## src/rtl/t_ev_rx_if.sv

```systemverilog
// rtl/t_ev_rx_if.sv - toggle-event receiver link: toggle line, event handshake, pending count, overflow
interface t_ev_rx_if #(
   parameter int CNT_W = 4
);
   logic             tgl_in;
   logic             evt_valid;
   logic             evt_ready;
   logic [CNT_W-1:0] evt_cnt;
   logic             ovf;
   logic             ovf_clr;

   modport master (
      output tgl_in, evt_ready, ovf_clr,
      input  evt_valid, evt_cnt, ovf
   );

   modport slave (
      input  tgl_in, evt_ready, ovf_clr,
      output evt_valid, evt_cnt, ovf
   );
endinterface

```

## src/rtl/t_ev_rx.sv

```systemverilog
// rtl/t_ev_rx.sv - toggle-event receiver: level changes become events in a saturating pending counter
// Optional macro T_EV_RX_SYNC_EN: route tgl_in through a 2-flop synchroniser before edge detection.
module t_ev_rx #(
   parameter int CNT_W = 4
) (
   input  logic         clk,
   input  logic         rst,
   t_ev_rx_if.slave     bus
);
   localparam logic [CNT_W-1:0] CNT_MAX = '1;
   localparam logic [CNT_W-1:0] CNT_ONE = {{(CNT_W-1){1'b0}}, 1'b1};

   typedef enum logic {
      ST_UNARMED = 1'b0,
      ST_ARMED   = 1'b1
   } state_t;

   state_t           state_q, state_d;
   logic             tgl_s;
   logic             tgl_q, tgl_d;
   logic [CNT_W-1:0] cnt_q, cnt_d;
   logic             ovf_q, ovf_d;
   logic             det;
   logic             pop;
   logic             ovf_set;

`ifdef T_EV_RX_SYNC_EN
   logic [1:0] sync_q;

   always_ff @(posedge clk or posedge rst) begin
      if (rst) begin
         sync_q <= 2'b00;
      end else begin
         sync_q <= {sync_q[0], bus.tgl_in};
      end
   end

   assign tgl_s = sync_q[1];
`else
   assign tgl_s = bus.tgl_in;
`endif

   always_ff @(posedge clk or posedge rst) begin
      if (rst) begin
         state_q <= ST_UNARMED;
         tgl_q   <= 1'b0;
         cnt_q   <= '0;
         ovf_q   <= 1'b0;
      end else begin
         state_q <= state_d;
         tgl_q   <= tgl_d;
         cnt_q   <= cnt_d;
         ovf_q   <= ovf_d;
      end
   end

   // The arming edge only captures the line level, so a line already high at reset is not an event.
   always_comb begin
      state_d = ST_ARMED;
      tgl_d   = tgl_s;
      cnt_d   = cnt_q;
      ovf_d   = ovf_q;
      det     = (state_q == ST_ARMED) && (tgl_s != tgl_q);
      pop     = bus.evt_valid && bus.evt_ready;
      ovf_set = det && !pop && (cnt_q == CNT_MAX);

      if (det && !pop && (cnt_q != CNT_MAX)) begin
         cnt_d = cnt_q + CNT_ONE;
      end else if (!det && pop) begin
         cnt_d = cnt_q - CNT_ONE;
      end

      if (ovf_set) begin
         ovf_d = 1'b1;
      end else if (bus.ovf_clr) begin
         ovf_d = 1'b0;
      end
   end

   assign bus.evt_cnt   = cnt_q;
   assign bus.evt_valid = (cnt_q != '0);
   assign bus.ovf       = ovf_q;
endmodule

```

## src/flat_wrapper.sv

```systemverilog
// flat-port wrapper written by rule: the top's interface ports become plain ports
module t_ev_rx_flat 
#(
   parameter int CNT_W = 4
)
  (clk, rst, bus_tgl_in, bus_evt_ready, bus_ovf_clr, bus_evt_valid, bus_evt_cnt, bus_ovf);
  t_ev_rx_if #(.CNT_W(CNT_W)) bus_i ();
  input  logic clk;
  input  logic rst;
  input wire logic [$bits(bus_i.tgl_in)-1:0] bus_tgl_in;
  input wire logic [$bits(bus_i.evt_ready)-1:0] bus_evt_ready;
  input wire logic [$bits(bus_i.ovf_clr)-1:0] bus_ovf_clr;
  output wire logic [$bits(bus_i.evt_valid)-1:0] bus_evt_valid;
  output wire logic [$bits(bus_i.evt_cnt)-1:0] bus_evt_cnt;
  output wire logic [$bits(bus_i.ovf)-1:0] bus_ovf;
  assign bus_i.tgl_in = bus_tgl_in;
  assign bus_i.evt_ready = bus_evt_ready;
  assign bus_i.ovf_clr = bus_ovf_clr;
  assign bus_evt_valid = bus_i.evt_valid;
  assign bus_evt_cnt = bus_i.evt_cnt;
  assign bus_ovf = bus_i.ovf;
  t_ev_rx #(.CNT_W(CNT_W)) u_core (.clk(clk), .rst(rst), .bus(bus_i));
endmodule
```

## config.mk

```make
export PLATFORM = sky130hd
export DESIGN_NAME = t_ev_rx_flat
export DESIGN_NICKNAME = d
export VERILOG_FILES = /design/src/rtl/t_ev_rx_if.sv /design/src/rtl/t_ev_rx.sv /design/src/flat_wrapper.sv
export SDC_FILE = /design/constraint.sdc
export NUM_CORES = 1
export LEC_CHECK = 0
export ABC_AREA = 1
export BUFFER_PORTS_ARGS = -buffer_cell sky130_fd_sc_hd__buf_4
export CAP_MARGIN = 40
export CORE_AREA = 10 10 47 49
export CTS_CLUSTER_SIZE = 25
export DETAILED_ROUTE_END_ITERATION = 8
export DIE_AREA = 0 0 57 59
export GPL_TIMING_DRIVEN = 1
export PLACE_DENSITY = 0.66
export SETUP_SLACK_MARGIN = 0.1
export SKIP_LAST_GASP = 1
export SYNTH_ARGS = -nofsm -noshare
export SYNTH_HDL_FRONTEND = slang
export SYNTH_SLANG_ARGS = --single-unit
```

## constraint.sdc

```tcl
create_clock -name clk -period 2.7 [get_ports clk]
set_input_delay 0.405 -clock clk [delete_from_list [all_inputs] [get_ports clk]]
set_output_delay 0.405 -clock clk [all_outputs]
set_load 0.1 [all_outputs]
```

==> results of run 1 <==
## cell families (layout without fill, tap and decap cells)
| logic type | after synthesis | in the layout | share of synthesized area (%) |
|---|---|---|---|
| buffers and inverters | 8 | 22 | 6.61 |
| flip-flops | 7 | 7 | 38.6 |
| other | 1 | 1 | 0.826 |
| XOR/XNOR | 1 | 1 | 1.93 |
| AO/OA/AOI/OAI | 1 | 1 | 1.38 |
| adder cells (fa/ha/maj) | 3 | 3 | 9.92 |
| AND/OR/NAND/NOR | 35 | 35 | 40.8 |
## Yosys cell counts
| master | n | area, um2 |
|---|---|---|
| nand2_2 | 3 | 18.8 |
| nor2_1 | 4 | 15.0 |
| fa_1 | 1 | 20.0 |
| conb_1 | 1 | 3.75 |
| nand2_4 | 1 | 11.3 |
| inv_1 | 8 | 30.0 |
| nand3_1 | 5 | 25.0 |
| nor2_4 | 1 | 11.3 |
| nand3_4 | 1 | 17.5 |
| xor2_1 | 1 | 8.76 |
| nand2_1 | 17 | 63.8 |
| nand4_1 | 1 | 6.26 |
| nor2_2 | 1 | 6.26 |
| dfrtp_1 | 7 | 175 |
| ha_1 | 2 | 25.0 |
| nand3_2 | 1 | 10.0 |
| o22ai_1 | 1 | 6.26 |
## area by class of cell
class / count / area [um2] / share of cell area [%]
multi-input cells: 41 / 249 / 42.8
flip-flops and latches: 7 / 180 / 31.0
clock buffers: 3 / 22.5 / 3.87
clock inverters: 1 / 5.00 / 0.860
inverters: 8 / 30.0 / 5.16
repair buffers: 10 / 75.1 / 12.9
well taps: 16 / 20.0 / 3.44
## registers in the layout, indices dropped and copies added (netlist names)
| signal | flops |
|---|---|
| u_core.bus.ovf | 1 |
| u_core.tgl_q | 1 |
| u_core.state_q | 1 |
| u_core.bus.evt_cnt | 4 |
## layer usage
layer  vias up  routed length, um
met3         2                 79
met4         0                 23
li1        199                  -
met1       171                391
met5         -                  0
met2        14                392
## path summary, 6_finish.rpt
check	start	to	slack, ns
max in group asynchronous	rst	u_core.bus.evt_cnt[3]	2.39
hold / removal	rst	u_core.state_q	0.08
min in group clk	bus_tgl_in	u_core.tgl_q	0.28
setup reg to reg	u_core.bus.evt_cnt[0]	u_core.bus.evt_cnt[3]	0.86
hold reg to reg	u_core.bus.ovf	u_core.bus.ovf	0.53
setup / recovery	u_core.bus.evt_cnt[0]	u_core.bus.evt_cnt[3]	0.86
## metrics by stage
| stage | setup slack [ns] | hold WS, ns | std cells | util [%] | instance area, um2 |
|---|---|---|---|---|---|
| floorplan | 0.308 | 0.208 | 56 | - | 459 |
| global placement | 0.799 | 0.352 | 82 | 39.6 | 554 |
| detailed placement | 0.766 | 0.356 | 82 | 39.6 | 554 |
| CTS | 0.839 | 0.0759 | 86 | 41.5 | 582 |
| global route | 0.639 | 0.102 | 86 | 41.5 | 582 |
| finish | 0.863 | 0.0795 | 86 | 41.5 | 582 |
==> out/qor.txt, run 1 <==
YOSYS
------------------------------------------------------------------------------------
Flop and latch count out of synthesis .................................            7
Count of yosys warnings during synthesis ..............................            0
Cells after Synth .....................................................           56
Post-Synthesis Mean Instance Area .....................................     8.11 um2
Total nets after synthesis ............................................           64
Share of the yosys chip area belonging to registers ...................        38.6%
Post-synthesis cell type count ........................................           17
Cell area after synthesis .............................................      454 um2

WORST SETUP PATH
------------------------------------------------------------------------------------
Most used cell, CP ....................................................      nand2_1
Type of element capturing the critical path ...........................    flip-flop
Kind of cell adding the most delay to the critical path ............... simple AND/OR/NAND/NOR gates
Highest fanout seen on the critical path ..............................            8
Critical Path Start Type ..............................................    flip-flop
Data required time of the worst path ..................................      2.84 ns
Count of buffering cells on the critical path with inverters included .            1
Stages on the worst setup path ........................................           13
Maximum single-stage delay on the critical path .......................      0.45 ns
Worst R2R Path Depth ..................................................           13
Type of the worst setup path ..........................................   reg -> reg
Critical path's slowest cell ..........................................      dfrtp_2
Arrival time worst endpoint ...........................................      1.98 ns
Cell Chain, Critical Path ............................................. nor2_2 > nand2_2 > nand2_4 > nand3_4 > ha_1 > nand2_1 > nand2_1 > nor2_1 > inv_1 > nand2_2 > nand2_1 > nand2_1 > nand2_1

DIE
------------------------------------------------------------------------------------
Die Footprint .........................................................  0.00336 mm2
Initial core utilization ..............................................        32.4%
Die outline height ....................................................        59 um
DIE WIDTH .............................................................        57 um
Number of rows in the core area .......................................           14
Standard cell core area ...............................................  0.00140 mm2
Top-level port count ..................................................           11

GLOBAL ROUTING
------------------------------------------------------------------------------------
First-pass GRT wire length ............................................      1610 um
Via count of the first global-routing pass ............................          376
Grt met2 use ..........................................................        8.84%
Met1 routing resource usage after global routing ......................        6.57%
Met3 track utilization from global routing ............................        3.00%
Global Route Usage Sum ................................................        6.10%
Pin count of the biggest net entering global routing ..................            9
Global route total overflow ...........................................            0
Layer carrying the most global-route usage ............................         met2
Initial antenna violation count .......................................            0

CELLS AND AREA
------------------------------------------------------------------------------------
Number of antenna cells inserted ......................................            0
Most common cell after layout, fill and taps aside ....................      nand2_1
NumNets Final .........................................................           79
# fillers .............................................................          157
Fraction of layout cells with a size suffix above 1 ...................        37.1%
Growth of design area from synthesis to finish ........................        28.1%
Leading cell types in the layout, fill and taps excluded .............. 17 x nand2_1, 10 x buf_4, 8 x inv_1

PLACE
------------------------------------------------------------------------------------
Routability cong. .....................................................        0.746
Estimated wirelength of the detail-placed design ......................       756 um
Port buffer count .....................................................           10

CLOCK TREE
------------------------------------------------------------------------------------
Max H-tree Level ......................................................            1
Clock insertion delay at the later pin of the skew report .............      0.25 ns
Clk slew on worst S/H paths ...........................................      0.05 ns
Clk sink count ........................................................            7
Total setup buffers inserted after CTS ................................            0
CTS tree ..............................................................         done
Number of buffers on the longest clock path ...........................            2
Number of clock buffers inserted by TritonCTS .........................            3
Gates resized, CTS repair .............................................            0
Hold-fix buffer count after cts .......................................            0
Clock tree root driver cell ...........................................     clkbuf_4

MIN PATH
------------------------------------------------------------------------------------
Worst hold path class .................................................  in -> async

OUTCOME
------------------------------------------------------------------------------------
Outcome ............................................................... complete, no violations

TIMING
------------------------------------------------------------------------------------
Upper clock frequency limit ...........................................      544 MHz
Setup-violating endpoint count in the final report ....................            0
Total count of hold-check failures in the final report ................            0
Accumulated negative setup slack ......................................         0 ns
Period Utilization, post-route ........................................        68.1%
Largest clock skew in the final design ................................   0.00213 ns
Shortest period the worst path allows .................................      1.84 ns
RSZ-0062 raised after global routing ..................................           no
Max Slew Vio Count ....................................................            0

ROUTE
------------------------------------------------------------------------------------
Iteration-0 DRC count of the detailed router ..........................            3
Overall via count from detail_route ...................................          386
Aggregate routed wire length ..........................................       885 um
Routed len/inst .......................................................      10.3 um
DR vias/cell ..........................................................         4.49
Post-route DRC ........................................................            0
First-pass iteration count of the detailed router .....................            2
Residual antenna-violating net count after detailed routing ...........            0

RUN
------------------------------------------------------------------------------------
MaxCap Viol Count .....................................................            0

Power of run 1 is left out: the tool's default activity adds up to more than one toggle a clock period on the data nets, which glitch-free logic cannot reach.
==> inputs of run 2 (changes only) <==
Settings changed: ABC_AREA 1 to 0, PLACE_DENSITY 0.66 to 0.61.
Clock period 2.7 ns to 1.85 ns, I/O delays scaled along.
==> out/qor.txt, run 2 <==
RUN
--------------------------------------------------------------------------
MaxCap Viol Count ...........................................            0   unchanged

MIN PATH
--------------------------------------------------------------------------
Instance count along the most critical hold path ............            1
Worst Hold Path EP .......................................... u_core.tgl_q
Worst hold path class .......................................    in -> reg
Hold Path Origin ............................................   bus_tgl_in

WORST SETUP PATH
--------------------------------------------------------------------------
Data required time of the worst path ........................      2.01 ns   -0.83 ns
Type of element capturing the critical path .................    flip-flop
Reg2Reg Setup Slack .........................................     -0.29 ns   -1.16 ns
Launch point of the worst reg-to-reg path ................... u_core.bus.evt_cnt[0]
Worst R2R Path Depth ........................................            8   -5
Critical Path Start Type ....................................    flip-flop
Crit Reg-Reg Endpoint ....................................... u_core.bus.evt_cnt[3]
Arrival time worst endpoint .................................      2.30 ns   +0.32 ns
Highest fanout seen on the critical path ....................            3   -5
Type of the worst setup path ................................   reg -> reg

GLOBAL ROUTING
--------------------------------------------------------------------------
Global Route Usage Sum ......................................        6.01%   -0.098 points
First-pass GRT wire length ..................................      1530 um   -5.1%
Initial antenna violation count .............................            0   unchanged
Pin count of the biggest net entering global routing ........            8   -1
Global route total overflow .................................            0   unchanged
Via count of the first global-routing pass ..................          353   -6.1%

CLOCK TREE
--------------------------------------------------------------------------
Max H-tree Level ............................................            1   unchanged
CTS tree ....................................................         done
Clk slew on worst S/H paths .................................      0.05 ns   about the same
Number of buffers on the longest clock path .................            2   unchanged
Clock tree root driver cell .................................     clkbuf_4
Clock insertion delay at the later pin of the skew report ...      0.25 ns   about the same
Number of clock buffers inserted by TritonCTS ...............            3   unchanged
Clk sink count ..............................................            7   unchanged

CELLS AND AREA
--------------------------------------------------------------------------
Most common cell after layout, fill and taps aside ..........        buf_4
Growth of design area from synthesis to finish ..............        73.6%
Flip-flop count of the largest register after layout ........            4   unchanged
Fraction of layout cells with a size suffix above 1 .........        66.7%   +30 points
Number of antenna cells inserted ............................            0   unchanged
NumNets Final ...............................................           66   -16%
Leading cell types in the layout, fill and taps excluded .... 16 x buf_4, 4 x buf_6, 3 x clkbuf_4, 3 x dfrtp_4, 3 x dfrtp_1

YOSYS
--------------------------------------------------------------------------
Fraction of registers with async set/reset ..................         100%   unchanged
Count of yosys warnings during synthesis ....................            0   unchanged
Cell accounting for the most synthesized area ...............      dfrtp_1
Number of enable flip-flop cells after synthesis ............            0   unchanged
Share of the yosys chip area belonging to registers .........        45.0%   +6.4 points
Post-Synthesis Mean Instance Area ...........................     12.6 um2   +55%
Most used DFF post-synth ....................................      dfrtp_1
Cell with the most instances after synthesis ................      dfrtp_1
Cells after Synth ...........................................           31   -45%
Flop and latch count out of synthesis .......................            7   unchanged
Top area cells in the synthesized netlist ................... dfrtp_1 45%, mux2_4 7.7%, ha_1 6.4%
Post-synth top area share ...................................        45.0%   +6.4 points
Post-synthesis cell type count ..............................           19   +2
Total nets after synthesis ..................................           39   -39%
Cell area after synthesis ...................................      389 um2   -14%

ROUTE
--------------------------------------------------------------------------
Aggregate routed wire length ................................       883 um   -0.23%
First-pass iteration count of the detailed router ...........            1   -1
Residual antenna-violating net count after detailed routing .            0   unchanged
Routed len/inst .............................................      12.1 um   +18%
DR vias/cell ................................................         4.38   -2.3%
Post-route DRC ..............................................            0   unchanged
Overall via count from detail_route .........................          320   -17%
Iteration-0 DRC count of the detailed router ................            0   -3

DIE
--------------------------------------------------------------------------
DIE WIDTH ...................................................        57 um   unchanged
Standard cell core area .....................................  0.00140 mm2   unchanged
Die Footprint ...............................................  0.00336 mm2   unchanged
Number of rows in the core area .............................           14   unchanged
Initial core utilization ....................................        27.8%   -4.6 points
Top-level port count ........................................           11   unchanged
Die outline height ..........................................        59 um   unchanged

OUTCOME
--------------------------------------------------------------------------
Violated checks ............................................. negative setup slack
Outcome ..................................................... complete, but fails checks

TIMING
--------------------------------------------------------------------------
RSZ-0062 raised after global routing ........................          yes
Setup-violating endpoint count in the final report ..........            4   +4
Upper clock frequency limit .................................      466 MHz   -14%
Largest clock skew in the final design ......................   0.00433 ns   +0.00221 ns
Max Slew Vio Count ..........................................            0   unchanged
Worst path setup slack after routing ........................    -0.294 ns   -1.16 ns
Shortest period the worst path allows .......................      2.14 ns   +0.307 ns
Period Utilization, post-route ..............................         116%   +48 points
Total count of hold-check failures in the final report ......            0   unchanged

PLACE
--------------------------------------------------------------------------
Port buffer count ...........................................           10   unchanged
Routability cong. ...........................................        0.736   -1.3%
Worst-case setup slack after placement ......................    -0.297 ns   -1.06 ns

==> run 2: cell types whose count changed in the layout (fill, tap and decap cells not counted), sizes merged, moves of 2 or more <==
cell,delta
nand2,-21
buf,+11
nand3,-6
inv,-5
nor2,-5
a21oi,+2
mux2,+2
xnor2,+2
==> run 2: layout make-up <==
cell class                      count  area (um2)
Clock buffer                        4        26.3
Fill cell                         136         726
Sequential cell                     7         188
Inverter                            3        13.8
Tap cell                           16        20.0
Multi-Input combinational cell     21         233
Timing Repair Buffer               22         195
==> run 2: critical path, stage by stage (launching register included) <==
cell and delay [ns]:
dfrtp_4 0.48, o41ai_4 0.36, and4_4 0.29, inv_4 0.05
ha_4 0.20, a21o_2 0.18, a21oi_2 0.14, mux2i_1 0.22
xnor2_1 0.14
==> run 2: worst max-delay path by stage <==
stage	slack, ns	from	endpoint	depth (start not counted)
3_3_place_gp	-0.27	u_core.bus.evt_cnt[2]	u_core.bus.evt_cnt[3]	8
4_1_cts	-0.32	u_core.bus.evt_cnt[0]	u_core.bus.evt_cnt[3]	8
2_1_floorplan	-0.45	u_core.bus.evt_cnt[2]	u_core.bus.evt_cnt[3]	8
3_5_place_dp	-0.30	u_core.bus.evt_cnt[2]	u_core.bus.evt_cnt[3]	8
5_1_grt	-0.39	u_core.bus.evt_cnt[0]	u_core.bus.evt_cnt[3]	8
6_report	-0.29	u_core.bus.evt_cnt[0]	u_core.bus.evt_cnt[3]	8
==> run 2: timing repair <==
item / CTS / global route
endpoints found under the hold margin: 7 / 0
hold buffers: 1 / 0
pin swaps: 2 / 2
resized for setup: 4 / 5
setup buffers: 1 / 2
endpoints found under the setup margin: 4 / 4
==> run 2: logic make-up after synthesis <==
group,synth area share (%)
mux,10.3
fa+ha+maj,11.6
compound gates,10.6
simple gates,9.65
buf+inv,2.89
flops,45.0
other cells,0.964
xor+xnor,9.00
==> run 2: per-stage QoR <==
step / util [%] / std cells / area (um2) / hold slack, ns / TNS [ns]
after CTS: 45.9 / 71 / 643 / 0.144 / -0.907
after global placement: 41.7 / 65 / 584 / 0.229 / -0.686
after floorplan: - / 31 / 429 / 0.0809 / -1.27
final: 48.2 / 73 / 676 / 0.155 / -0.810
after detailed placement: 41.7 / 65 / 584 / 0.231 / -0.750
after global routing: 48.2 / 73 / 676 / 0.141 / -1.09
==> run 2: per-layer routing <==
layer | wire (um) | track usage, %
met4 | 0 | 2.01
met3 | 92 | 4.94
met1 | 370 | 6.66
met5 | 0 | 0
met2 | 421 | 8.37
Power of run 2 is left out for the same reason.
==> inputs of run 3 (changes only) <==
Settings changed: BUFFER_PORTS_ARGS -buffer_cell sky130_fd_sc_hd__buf_4 to not set, DONT_BUFFER_PORTS set to 1, PLACE_DENSITY 0.61 to 0.54.
==> out/qor.txt, run 3 (synthesis gave the netlist of run 2 again) <==
OUTCOME
------------------------------------------------------------------------------------
Outcome ............................................................... complete, but fails checks
Violated checks ....................................................... negative setup slack

TIMING
------------------------------------------------------------------------------------
Setup-violating endpoint count in the final report ....................            4   unchanged
Shortest period the worst path allows .................................      2.15 ns   +0.00644 ns
Total count of hold-check failures in the final report ................            0   unchanged
RSZ-0062 raised after global routing ..................................          yes
Upper clock frequency limit ...........................................      465 MHz   -0.30%
WHS ...................................................................    0.0436 ns   -0.111 ns
Period Utilization, post-route ........................................         116%   +0.35 points
Accumulated negative setup slack ......................................    -0.821 ns   -0.0107 ns
Worst path setup slack after routing ..................................    -0.301 ns   -0.00644 ns
Largest clock skew in the final design ................................    0.0120 ns   +0.00767 ns
Max Slew Vio Count ....................................................            0   unchanged

DIE
------------------------------------------------------------------------------------
Die outline height ....................................................        59 um   unchanged
Standard cell core area ...............................................  0.00140 mm2   unchanged
Die Footprint .........................................................  0.00336 mm2   unchanged
DIE WIDTH .............................................................        57 um   unchanged
Initial core utilization ..............................................        27.8%   unchanged
Number of rows in the core area .......................................           14   unchanged
Top-level port count ..................................................           11   unchanged

ROUTE
------------------------------------------------------------------------------------
Routed len/inst .......................................................      15.0 um   +24%
Post-route DRC ........................................................            0   unchanged
First-pass iteration count of the detailed router .....................            4   +3
Iteration-0 DRC count of the detailed router ..........................            8   +8
Aggregate routed wire length ..........................................      1010 um   +14%
DR vias/cell ..........................................................         4.72   +7.6%
Residual antenna-violating net count after detailed routing ...........            0   unchanged
Overall via count from detail_route ...................................          316   -1.3%

WORST SETUP PATH
------------------------------------------------------------------------------------
Maximum single-stage delay on the critical path .......................      0.50 ns   +0.02 ns
Critical path's slowest cell ..........................................      dfrtp_4
Kind of cell adding the most delay to the critical path ............... compound AO/OA/AOI/OAI gates
Type of the worst setup path ..........................................   reg -> reg
Critical Path Start Type ..............................................    flip-flop
Type of element capturing the critical path ...........................    flip-flop
Cell Chain, Critical Path ............................................. o41ai_4 > and4_4 > inv_4 > ha_4 > a21o_2 > a21oi_2 > mux2i_1 > xnor2_1
Highest fanout seen on the critical path ..............................            3   unchanged
Data required time of the worst path ..................................      2.03 ns   +0.02 ns
Arrival time worst endpoint ...........................................      2.33 ns   +0.03 ns
Count of buffering cells on the critical path with inverters included .            1   unchanged

GLOBAL ROUTING
------------------------------------------------------------------------------------
Global route total overflow ...........................................            0   unchanged
Pin count of the biggest net entering global routing ..................            8   unchanged
Global Route Usage Sum ................................................        6.48%   +0.47 points
First-pass GRT wire length ............................................      1720 um   +12%
Via count of the first global-routing pass ............................          331   -6.2%
Initial antenna violation count .......................................            0   unchanged

CELLS AND AREA
------------------------------------------------------------------------------------
Flip-flop and latch area ..............................................      188 um2   unchanged
Leading cell types in the layout, fill and taps excluded .............. 12 x buf_4, 3 x clkbuf_4, 3 x dfrtp_4, 3 x dfrtp_1
Post-route core utilization ...........................................        44.8%   -3.4 points
Number of antenna cells inserted ......................................            0   unchanged
Fraction of layout cells with a size suffix above 1 ...................        64.7%   -2.0 points
Most common cell after layout, fill and taps aside ....................        buf_4
# fillers .............................................................          148   +8.8%
NumNets Final .........................................................           60   -9.1%
Growth of design area from synthesis to finish ........................        61.4%
Multi-input gate area in the final layout .............................      233 um2   unchanged
Flip-flop count of the largest register after layout ..................            4   unchanged

CLOCK TREE
------------------------------------------------------------------------------------
Clk sink count ........................................................            7   unchanged
Number of clock buffers inserted by TritonCTS .........................            3   unchanged
Clock tree root driver cell ...........................................     clkbuf_4
Clk slew on worst S/H paths ...........................................      0.06 ns   about the same
CTS tree ..............................................................         done
Max H-tree Level ......................................................            1   unchanged
Clock insertion delay at the later pin of the skew report .............      0.26 ns   about the same
Number of buffers on the longest clock path ...........................            2   unchanged

MIN PATH
------------------------------------------------------------------------------------
Worst hold path class .................................................    in -> reg

PLACE
------------------------------------------------------------------------------------
Estimated wirelength of the detail-placed design ......................       799 um
Port buffer count .....................................................            0   -10
Routability cong. .....................................................        0.718   -2.5%

RUN
------------------------------------------------------------------------------------
MaxCap Viol Count .....................................................            0   unchanged

-- run 3: changes by cell type in the layout (fill, tap and decap cells not counted), sizes merged --
cell	before	now
buf	21	15
clkbuf	4	3
clkinv	0	1
-- run 3: metrics by stage --
stage | area, um2 | cells | setup slack, ns
6_report | 628 | 67 | -0.301
2_1_floorplan | 429 | 31 | -0.450
3_5_place_dp | 552 | 59 | -0.332
5_1_grt | 628 | 67 | -0.379
3_3_place_gp | 552 | 59 | -0.300
4_1_cts | 607 | 65 | -0.321
-- run 3: layout make-up --
cell class              instances  share of cell area [%]
well taps                      16                    3.19
flip-flops and latches          7                    29.9
clock inverters                 1                   0.797
repair buffers                 16                    23.3
inverters                       3                    2.19
multi-input cells              21                    37.1
clock buffers                   3                    3.59
-- run 3: final timing paths --
| kind | from | to | slack, ns | depth (start not counted) |
|---|---|---|---|---|
| min in group asynchronous | rst | u_core.bus.ovf | 0.39 | 2 |
| hold reg to reg | u_core.state_q | u_core.bus.ovf | 0.62 | 2 |
| max in group asynchronous | rst | u_core.bus.evt_cnt[0] | 1.21 | 2 |
| setup reg to reg | u_core.bus.evt_cnt[0] | u_core.bus.evt_cnt[3] | -0.30 | 8 |
| hold / removal | bus_tgl_in | u_core.tgl_q | 0.04 | 0 |
| setup / recovery | u_core.bus.evt_cnt[0] | u_core.bus.evt_cnt[3] | -0.30 | 8 |
-- run 3: repair_timing --
action | in CTS | in global routing
endpoints found under the hold margin | 7 | 0
setup buffers | 1 | 2
pin swaps | 0 | 2
hold buffers | 1 | 0
gates resized for setup | 3 | 2
endpoints found under the setup margin | 4 | 4
-- run 3: worst register-to-register path: cells and delay by family, from the launching register on --
kind | cells | cell delay (ns)
xor+xnor | 1 | 0.14
fa+ha+maj | 1 | 0.20
flops | 1 | 0.50
buf+inv | 1 | 0.05
simple gates | 1 | 0.29
compound gates | 3 | 0.67
mux | 1 | 0.23
-- run 3: metal layers --
| layer | vias up | global-route usage (%) | routed length (um) |
|---|---|---|---|
| met3 | 4 | 4.29 | 99 |
| met2 | 12 | 9.61 | 485 |
| li1 | 148 | - | - |
| met5 | - | 0 | 0 |
| met4 | 0 | 2.01 | 19 |
| met1 | 152 | 7.37 | 401 |
Power of run 3 is left out for the same reason.
